File: src/rtl/dp_ram_param_if.sv
// Request/response bundle for the two-port RAM with occupancy tracking.
// The master drives both request ports and the synchronous clear; the slave
// (the RAM) returns per-port read data and status pulses plus the occupancy.
interface dp_ram_param_if #(
    parameter int DATA_W = 8,
    parameter int ADDR_W = 3
);
    logic              clear;

    logic              en_a;
    logic              we_a;
    logic [ADDR_W-1:0] addr_a;
    logic [DATA_W-1:0] wdata_a;
    logic [DATA_W-1:0] rdata_a;
    logic              rvalid_a;
    logic              wack_a;
    logic              err_a;

    logic              en_b;
    logic              we_b;
    logic [ADDR_W-1:0] addr_b;
    logic [DATA_W-1:0] wdata_b;
    logic [DATA_W-1:0] rdata_b;
    logic              rvalid_b;
    logic              wack_b;
    logic              err_b;

    logic              coll;
    logic [ADDR_W:0]   used;
    logic              full;

    modport master (
        output clear,
        output en_a, we_a, addr_a, wdata_a,
        output en_b, we_b, addr_b, wdata_b,
        input  rdata_a, rvalid_a, wack_a, err_a,
        input  rdata_b, rvalid_b, wack_b, err_b,
        input  coll, used, full
    );

    modport slave (
        input  clear,
        input  en_a, we_a, addr_a, wdata_a,
        input  en_b, we_b, addr_b, wdata_b,
        output rdata_a, rvalid_a, wack_a, err_a,
        output rdata_b, rvalid_b, wack_b, err_b,
        output coll, used, full
    );
endinterface

File: src/rtl/dp_ram_param.sv
// True dual-port RAM with per-entry valid bits, a quota on distinct written
// entries, deterministic same-address arbitration (port A wins, read-first)
// and registered per-port status pulses.
// Optional macro DPRAM_OUTREG_EN adds a second output register stage so that
// rdata/rvalid/wack/err/coll arrive two cycles after the request; used/full
// always reflect writes one cycle after the request.
module dp_ram_param #(
    parameter int DATA_W   = 8,
    parameter int ADDR_W   = 3,
    parameter int DEPTH    = 8,
    parameter int MAX_USED = DEPTH
) (
    input logic            clk,
    input logic            reset,
    dp_ram_param_if.slave  bus
);

    localparam logic [ADDR_W:0] MAX_CNT   = (ADDR_W+1)'(MAX_USED);
    localparam logic [ADDR_W:0] DEPTH_CNT = (ADDR_W+1)'(DEPTH);

    logic [DATA_W-1:0] mem [DEPTH];
    logic [DEPTH-1:0]  valid;
    logic [ADDR_W:0]   used_q;

    logic              in_a, in_b;
    logic              wr_a, wr_b, rd_a, rd_b;
    logic              same;
    logic              new_a, new_b, ok_a, ok_b, take_a, take_b;
    logic              store_a, store_b;
    logic [ADDR_W:0]   used_mid, used_next;
    logic [DATA_W-1:0] rword_a, rword_b;

    logic [DATA_W-1:0] rdata_a1, rdata_b1;
    logic              rvalid_a1, rvalid_b1, wack_a1, wack_b1, err_a1, err_b1, coll1;

    // Decode requests, resolve quota (A is charged before B) and collisions.
    // When both ports write one address only A's write counts, so the quota
    // charge is at most one and B simply inherits A's verdict.
    always_comb begin
        in_a     = {1'b0, bus.addr_a} < DEPTH_CNT;
        in_b     = {1'b0, bus.addr_b} < DEPTH_CNT;
        wr_a     = bus.en_a & bus.we_a & in_a;
        wr_b     = bus.en_b & bus.we_b & in_b;
        rd_a     = bus.en_a & ~bus.we_a & in_a;
        rd_b     = bus.en_b & ~bus.we_b & in_b;
        same     = wr_a & wr_b & (bus.addr_a == bus.addr_b);
        new_a    = wr_a & ~valid[bus.addr_a];
        ok_a     = ~new_a | (used_q < MAX_CNT);
        take_a   = new_a & ok_a;
        used_mid = used_q + {{ADDR_W{1'b0}}, take_a};
        new_b    = wr_b & ~valid[bus.addr_b] & ~same;
        ok_b     = same ? ok_a : (~new_b | (used_mid < MAX_CNT));
        take_b   = new_b & ok_b;
        used_next = used_mid + {{ADDR_W{1'b0}}, take_b};
        store_a  = wr_a & (bus.clear | ok_a);
        store_b  = wr_b & ~same & (bus.clear | ok_b);
        rword_a  = (~bus.clear & valid[bus.addr_a]) ? mem[bus.addr_a] : '0;
        rword_b  = (~bus.clear & valid[bus.addr_b]) ? mem[bus.addr_b] : '0;
    end

    // Storage array: never reset, written even during clear.
    always_ff @(posedge clk) begin
        if (store_a) mem[bus.addr_a] <= bus.wdata_a;
        if (store_b) mem[bus.addr_b] <= bus.wdata_b;
    end

    // Occupancy tracking: valid bits and used count, clear overrides writes.
    always_ff @(posedge clk or posedge reset) begin
        if (reset) begin
            valid  <= '0;
            used_q <= '0;
        end else if (bus.clear) begin
            valid  <= '0;
            used_q <= '0;
        end else begin
            if (take_a) valid[bus.addr_a] <= 1'b1;
            if (take_b) valid[bus.addr_b] <= 1'b1;
            used_q <= used_next;
        end
    end

    // First response stage: read data (held between reads) and status pulses.
    always_ff @(posedge clk or posedge reset) begin
        if (reset) begin
            rdata_a1  <= '0;
            rdata_b1  <= '0;
            rvalid_a1 <= 1'b0;
            rvalid_b1 <= 1'b0;
            wack_a1   <= 1'b0;
            wack_b1   <= 1'b0;
            err_a1    <= 1'b0;
            err_b1    <= 1'b0;
            coll1     <= 1'b0;
        end else begin
            if (rd_a) rdata_a1 <= rword_a;
            if (rd_b) rdata_b1 <= rword_b;
            rvalid_a1 <= rd_a;
            rvalid_b1 <= rd_b;
            wack_a1   <= wr_a & ok_a & ~bus.clear;
            wack_b1   <= wr_b & ok_b & ~bus.clear;
            err_a1    <= bus.en_a & (~in_a | (wr_a & ~ok_a & ~bus.clear));
            err_b1    <= bus.en_b & (~in_b | (wr_b & ~ok_b & ~bus.clear));
            coll1     <= same;
        end
    end

`ifdef DPRAM_OUTREG_EN
    logic [DATA_W-1:0] rdata_a2, rdata_b2;
    logic              rvalid_a2, rvalid_b2, wack_a2, wack_b2, err_a2, err_b2, coll2;

    // Second response stage: delays every response by one more cycle.
    always_ff @(posedge clk or posedge reset) begin
        if (reset) begin
            rdata_a2  <= '0;
            rdata_b2  <= '0;
            rvalid_a2 <= 1'b0;
            rvalid_b2 <= 1'b0;
            wack_a2   <= 1'b0;
            wack_b2   <= 1'b0;
            err_a2    <= 1'b0;
            err_b2    <= 1'b0;
            coll2     <= 1'b0;
        end else begin
            rdata_a2  <= rdata_a1;
            rdata_b2  <= rdata_b1;
            rvalid_a2 <= rvalid_a1;
            rvalid_b2 <= rvalid_b1;
            wack_a2   <= wack_a1;
            wack_b2   <= wack_b1;
            err_a2    <= err_a1;
            err_b2    <= err_b1;
            coll2     <= coll1;
        end
    end

    assign bus.rdata_a  = rdata_a2;
    assign bus.rdata_b  = rdata_b2;
    assign bus.rvalid_a = rvalid_a2;
    assign bus.rvalid_b = rvalid_b2;
    assign bus.wack_a   = wack_a2;
    assign bus.wack_b   = wack_b2;
    assign bus.err_a    = err_a2;
    assign bus.err_b    = err_b2;
    assign bus.coll     = coll2;
`else
    assign bus.rdata_a  = rdata_a1;
    assign bus.rdata_b  = rdata_b1;
    assign bus.rvalid_a = rvalid_a1;
    assign bus.rvalid_b = rvalid_b1;
    assign bus.wack_a   = wack_a1;
    assign bus.wack_b   = wack_b1;
    assign bus.err_a    = err_a1;
    assign bus.err_b    = err_b1;
    assign bus.coll     = coll1;
`endif

    assign bus.used = used_q;
    assign bus.full = (used_q == MAX_CNT);

endmodule

File: src/flat_wrapper.sv
// flat-port wrapper written by rule: the top's interface ports become plain ports
module dp_ram_param_flat 
#(
    parameter int DATA_W   = 8,
    parameter int ADDR_W   = 3,
    parameter int DEPTH    = 8,
    parameter int MAX_USED = DEPTH
)
  (clk, reset, bus_clear, bus_en_a, bus_we_a, bus_addr_a, bus_wdata_a, bus_en_b, bus_we_b, bus_addr_b, bus_wdata_b, bus_rdata_a, bus_rvalid_a, bus_wack_a, bus_err_a, bus_rdata_b, bus_rvalid_b, bus_wack_b, bus_err_b, bus_coll, bus_used, bus_full);
  dp_ram_param_if #(.DATA_W(DATA_W), .ADDR_W(ADDR_W)) bus_i ();
  input logic clk;
  input logic reset;
  input wire logic [$bits(bus_i.clear)-1:0] bus_clear;
  input wire logic [$bits(bus_i.en_a)-1:0] bus_en_a;
  input wire logic [$bits(bus_i.we_a)-1:0] bus_we_a;
  input wire logic [$bits(bus_i.addr_a)-1:0] bus_addr_a;
  input wire logic [$bits(bus_i.wdata_a)-1:0] bus_wdata_a;
  input wire logic [$bits(bus_i.en_b)-1:0] bus_en_b;
  input wire logic [$bits(bus_i.we_b)-1:0] bus_we_b;
  input wire logic [$bits(bus_i.addr_b)-1:0] bus_addr_b;
  input wire logic [$bits(bus_i.wdata_b)-1:0] bus_wdata_b;
  output wire logic [$bits(bus_i.rdata_a)-1:0] bus_rdata_a;
  output wire logic [$bits(bus_i.rvalid_a)-1:0] bus_rvalid_a;
  output wire logic [$bits(bus_i.wack_a)-1:0] bus_wack_a;
  output wire logic [$bits(bus_i.err_a)-1:0] bus_err_a;
  output wire logic [$bits(bus_i.rdata_b)-1:0] bus_rdata_b;
  output wire logic [$bits(bus_i.rvalid_b)-1:0] bus_rvalid_b;
  output wire logic [$bits(bus_i.wack_b)-1:0] bus_wack_b;
  output wire logic [$bits(bus_i.err_b)-1:0] bus_err_b;
  output wire logic [$bits(bus_i.coll)-1:0] bus_coll;
  output wire logic [$bits(bus_i.used)-1:0] bus_used;
  output wire logic [$bits(bus_i.full)-1:0] bus_full;
  assign bus_i.clear = bus_clear;
  assign bus_i.en_a = bus_en_a;
  assign bus_i.we_a = bus_we_a;
  assign bus_i.addr_a = bus_addr_a;
  assign bus_i.wdata_a = bus_wdata_a;
  assign bus_i.en_b = bus_en_b;
  assign bus_i.we_b = bus_we_b;
  assign bus_i.addr_b = bus_addr_b;
  assign bus_i.wdata_b = bus_wdata_b;
  assign bus_rdata_a = bus_i.rdata_a;
  assign bus_rvalid_a = bus_i.rvalid_a;
  assign bus_wack_a = bus_i.wack_a;
  assign bus_err_a = bus_i.err_a;
  assign bus_rdata_b = bus_i.rdata_b;
  assign bus_rvalid_b = bus_i.rvalid_b;
  assign bus_wack_b = bus_i.wack_b;
  assign bus_err_b = bus_i.err_b;
  assign bus_coll = bus_i.coll;
  assign bus_used = bus_i.used;
  assign bus_full = bus_i.full;
  dp_ram_param #(.DATA_W(DATA_W), .ADDR_W(ADDR_W), .DEPTH(DEPTH), .MAX_USED(MAX_USED)) u_core (.clk(clk), .reset(reset), .bus(bus_i));
endmodule
File: config.mk
export PLATFORM = sky130hd
export DESIGN_NAME = dp_ram_param_flat
export DESIGN_NICKNAME = d
export VERILOG_FILES = /design/src/rtl/dp_ram_param_if.sv /design/src/rtl/dp_ram_param.sv /design/src/flat_wrapper.sv
export SDC_FILE = /design/constraint.sdc
export NUM_CORES = 1
export LEC_CHECK = 0
export ABC_AREA = 1
export CAP_MARGIN = 10
export CORE_MARGIN = 8
export CORE_UTILIZATION = 44
export DETAILED_ROUTE_END_ITERATION = 16
export GPL_TIMING_DRIVEN = 0
export MAX_ROUTING_LAYER = met4
export SLEW_MARGIN = 20
export SYNTH_ARGS = -nofsm -noshare
export SYNTH_HDL_FRONTEND = slang
export SYNTH_SLANG_ARGS = --single-unit
export TNS_END_PERCENT = 5
File: constraint.sdc
create_clock -name clk -period 3.5 [get_ports clk]
set_clock_uncertainty 0.05 [all_clocks]
set_input_delay 0.35 -clock clk [delete_from_list [all_inputs] [get_ports clk]]
set_output_delay 0.35 -clock clk [all_outputs]
set_load 0.01 [all_outputs]
==> metrics.cfg <==
[synth]
yosysUniqueCellTypes=37
syn-num-nets=732
ys_async_sr_fraction_pct=35.4
ys.flop_type=edfxtp_1
synth.avg_cell_area_sq_um=8.18
yosysWarnings=0
netlist_top_cells_count=222 x nand2_1, 76 x nand4_1, 64 x edfxtp_1
synthCells=699
seq_area_frac_synth_pct=48.9
synth_area_leaders=edfxtp_1 34%, dfrtp_1 15%, nand2_1 15%, nand4_1 8.3%, o22ai_1 3.8%
synth_most_common_cell=nand2_1
synth_top_cell_area_share_pct=33.6
synthesis.area_sq_mm=0.00572
yosysTopAreaCell=edfxtp_1
synth_edf_count=64
ys_seq_elements=99

[routing]
vias=5545
drc=0
drt-initial-drc-count=584
vias_per_cell=6.00
final_antenna_net_count=0
drtPass1Iterations=6
post_drt_wl_per_cell_um=22.1
routed_wl_um=20400

[floorplanning]
die_y_um=130
rows=41
die_area_sq_mm=0.0169
initial_utilization_pct=45.1
coreArea_sq_mm=0.0127
io_pins=57
die_w_um=130

[setup_path]
critPathRequiredTime_ns=3.45
end_kind=flop
regToRegEndpoint=u_core.mem[2][3]
slowest_stage=clkdlybuf4s50_1
startpoint_type=input port
reg2reg_slack_ns=0.32
critPathKind=input port to flop
cp_max_fo=10
path_cells=clkdlybuf4s50_1 > nor2_1 > nand3_1 > nand2_1 > nor2_1 > nand2_1 > nor2_4 > ha_1 > nand3_1 > xor2_1 > nand3_2 > nand2_2 > nand2_4 > buf_8 > nand3_4 > o21ai_2
worstPathArrival_ns=3.25
slowest_delay_ns=0.55
r2r_start=u_core.valid[1]
rr_worst_depth=16

[clock_network]
htree_levels=3
cts-resized-gates=8
hold_buffers=0
insertion_delay_ns=0.36
cts.path.max_buffers=2
clockRootBuffer=clkbuf_16
cts_buffers=9
postCtsSetupRepairBufs=0
path_clk_slew_ns=0.07
cts_tree=done
cts.sinks=99

[timing]
relSlewSlack_pct=49.0
worst_pin_slew_ns=0.765
setup_ws_ns=0.202
fin_setup_tns_ns=0
fmax_ghz=0.303
holdWs_ns=0.384
finalHoldViolCount=0
rsz0062_at_grt=false
finalSetupViolations=0
drv_slew=0
timing.final.crit_period_ns=3.30
finalCritPeriodShare_pct=94.2

[layout]
final_nets=780
finish.utilization_pct=52.6
layout-drive-gt1-share_pct=9.31
antenna_cells=0
areaGrowthSynthToFinish_pct=16.7

[power]
p_leak_nw=2.90
ir_drop_uv=291
power.density_mw_per_mm2=410
finalPower_mw=2.74

[global_route]
grt_pass1_vias=5157
grt_pass1_wl_um=30700
antenna_found_initial=0
globalRouteTotalUtil_pct=25.5
grt_max_degree=36
grt_overflow_total=0

[run]
cap_viol_max_count=0

[placement]
hpwl_um=15300
routabilityCongestion=0.958
place_ws_ns=-0.597
portBuffers=37

[hold_path]
min_path_type=input port to asynchronous set/reset pin

[outcome]
status=finished clean

state kept, by name, summed over array words and instances, names as in the netlist, 4 cells and up:
register / count
u_core.bus.used: 4
u_core.bus.rdata_b: 8
u_core.mem: 64
u_core.valid: 8
u_core.bus.rdata_a: 8
report_power, final:
part	leakage [nW]	switching, mW	total (mW)	internal [mW]
clock	0.160	0.459	1.05	0.596
sequential	1.06	0.0250	1.31	1.29
combinational	1.68	0.252	0.367	0.115
layout make-up:
class,count,area (sq um)
Fill cell,1255,6000
Sequential cell,99,2800
Multi-Input combinational cell,498,2540
Timing Repair Buffer,37,370
Clock buffer,13,294
Inverter,59,226
Tap cell,172,215
Buffer,43,198
Clock inverter,3,23.8
cell usage in the layout (no fill, tap or decap), types with 19 or more instances in the layout:
cell type and count:
inv_1 47, clkdlybuf4s50_1 37, nor2_1 48, nand2_1 222
edfxtp_1 64, a21oi_1 26, dfrtp_1 35, nand4_1 76
o22ai_1 35, nand3_1 19
critical path: cells and delay by family:
kind / cells / cell delay (ns)
compound gates: 1 / 0.27
xor+xnor: 1 / 0.17
fa+ha+maj: 1 / 0.22
buf+inv: 2 / 0.74
simple gates: 11 / 1.47
how the worst max path moves through the flow:
stage | slack (ns) | end | cells after the start | from
finish | 0.20 | u_core.mem[2][3] | 16 | bus_addr_a[2]
global route | 0.01 | u_core.mem[4][7] | 17 | bus_addr_a[2]
CTS | 0.07 | u_core.mem[1][2] | 16 | bus_addr_a[2]
detailed placement | -0.60 | u_core.mem[1][2] | 16 | bus_addr_a[2]
global placement | -0.53 | u_core.mem[1][2] | 17 | bus_addr_a[2]
floorplan | 0.56 | u_core.mem[1][0] | 17 | bus_addr_a[0]
per-stage QoR:
step	instances	instance area, sq um
2_1_floorplan	699	5720
3_3_place_gp	908	6300
3_5_place_dp	908	6300
4_1_cts	924	6650
5_1_grt	924	6670
6_report	924	6670
routing by layer:
| metal | up-vias | global-route usage, % | share of wire [%] |
|---|---|---|---|
| met2 | 331 | 38.3 | 45 |
| li1 | 2537 | - | - |
| met3 | 49 | 4.73 | 8.9 |
| met5 | - | - | 0 |
| met1 | 2628 | 32.9 | 42 |
| met4 | 0 | 12.0 | 3.4 |
logic make-up (layout without fill, tap and decap cells):
logic type	Yosys count	count (layout)	synth area share, %
simple gates	393	393	32.2
compound gates	99	99	10.2
buf+inv	102	155	7.42
flops	99	99	48.9
fa+ha+maj	4	4	0.876
xor+xnor	2	2	0.306
No activity file was read; power rests on OpenSTA's default activity.
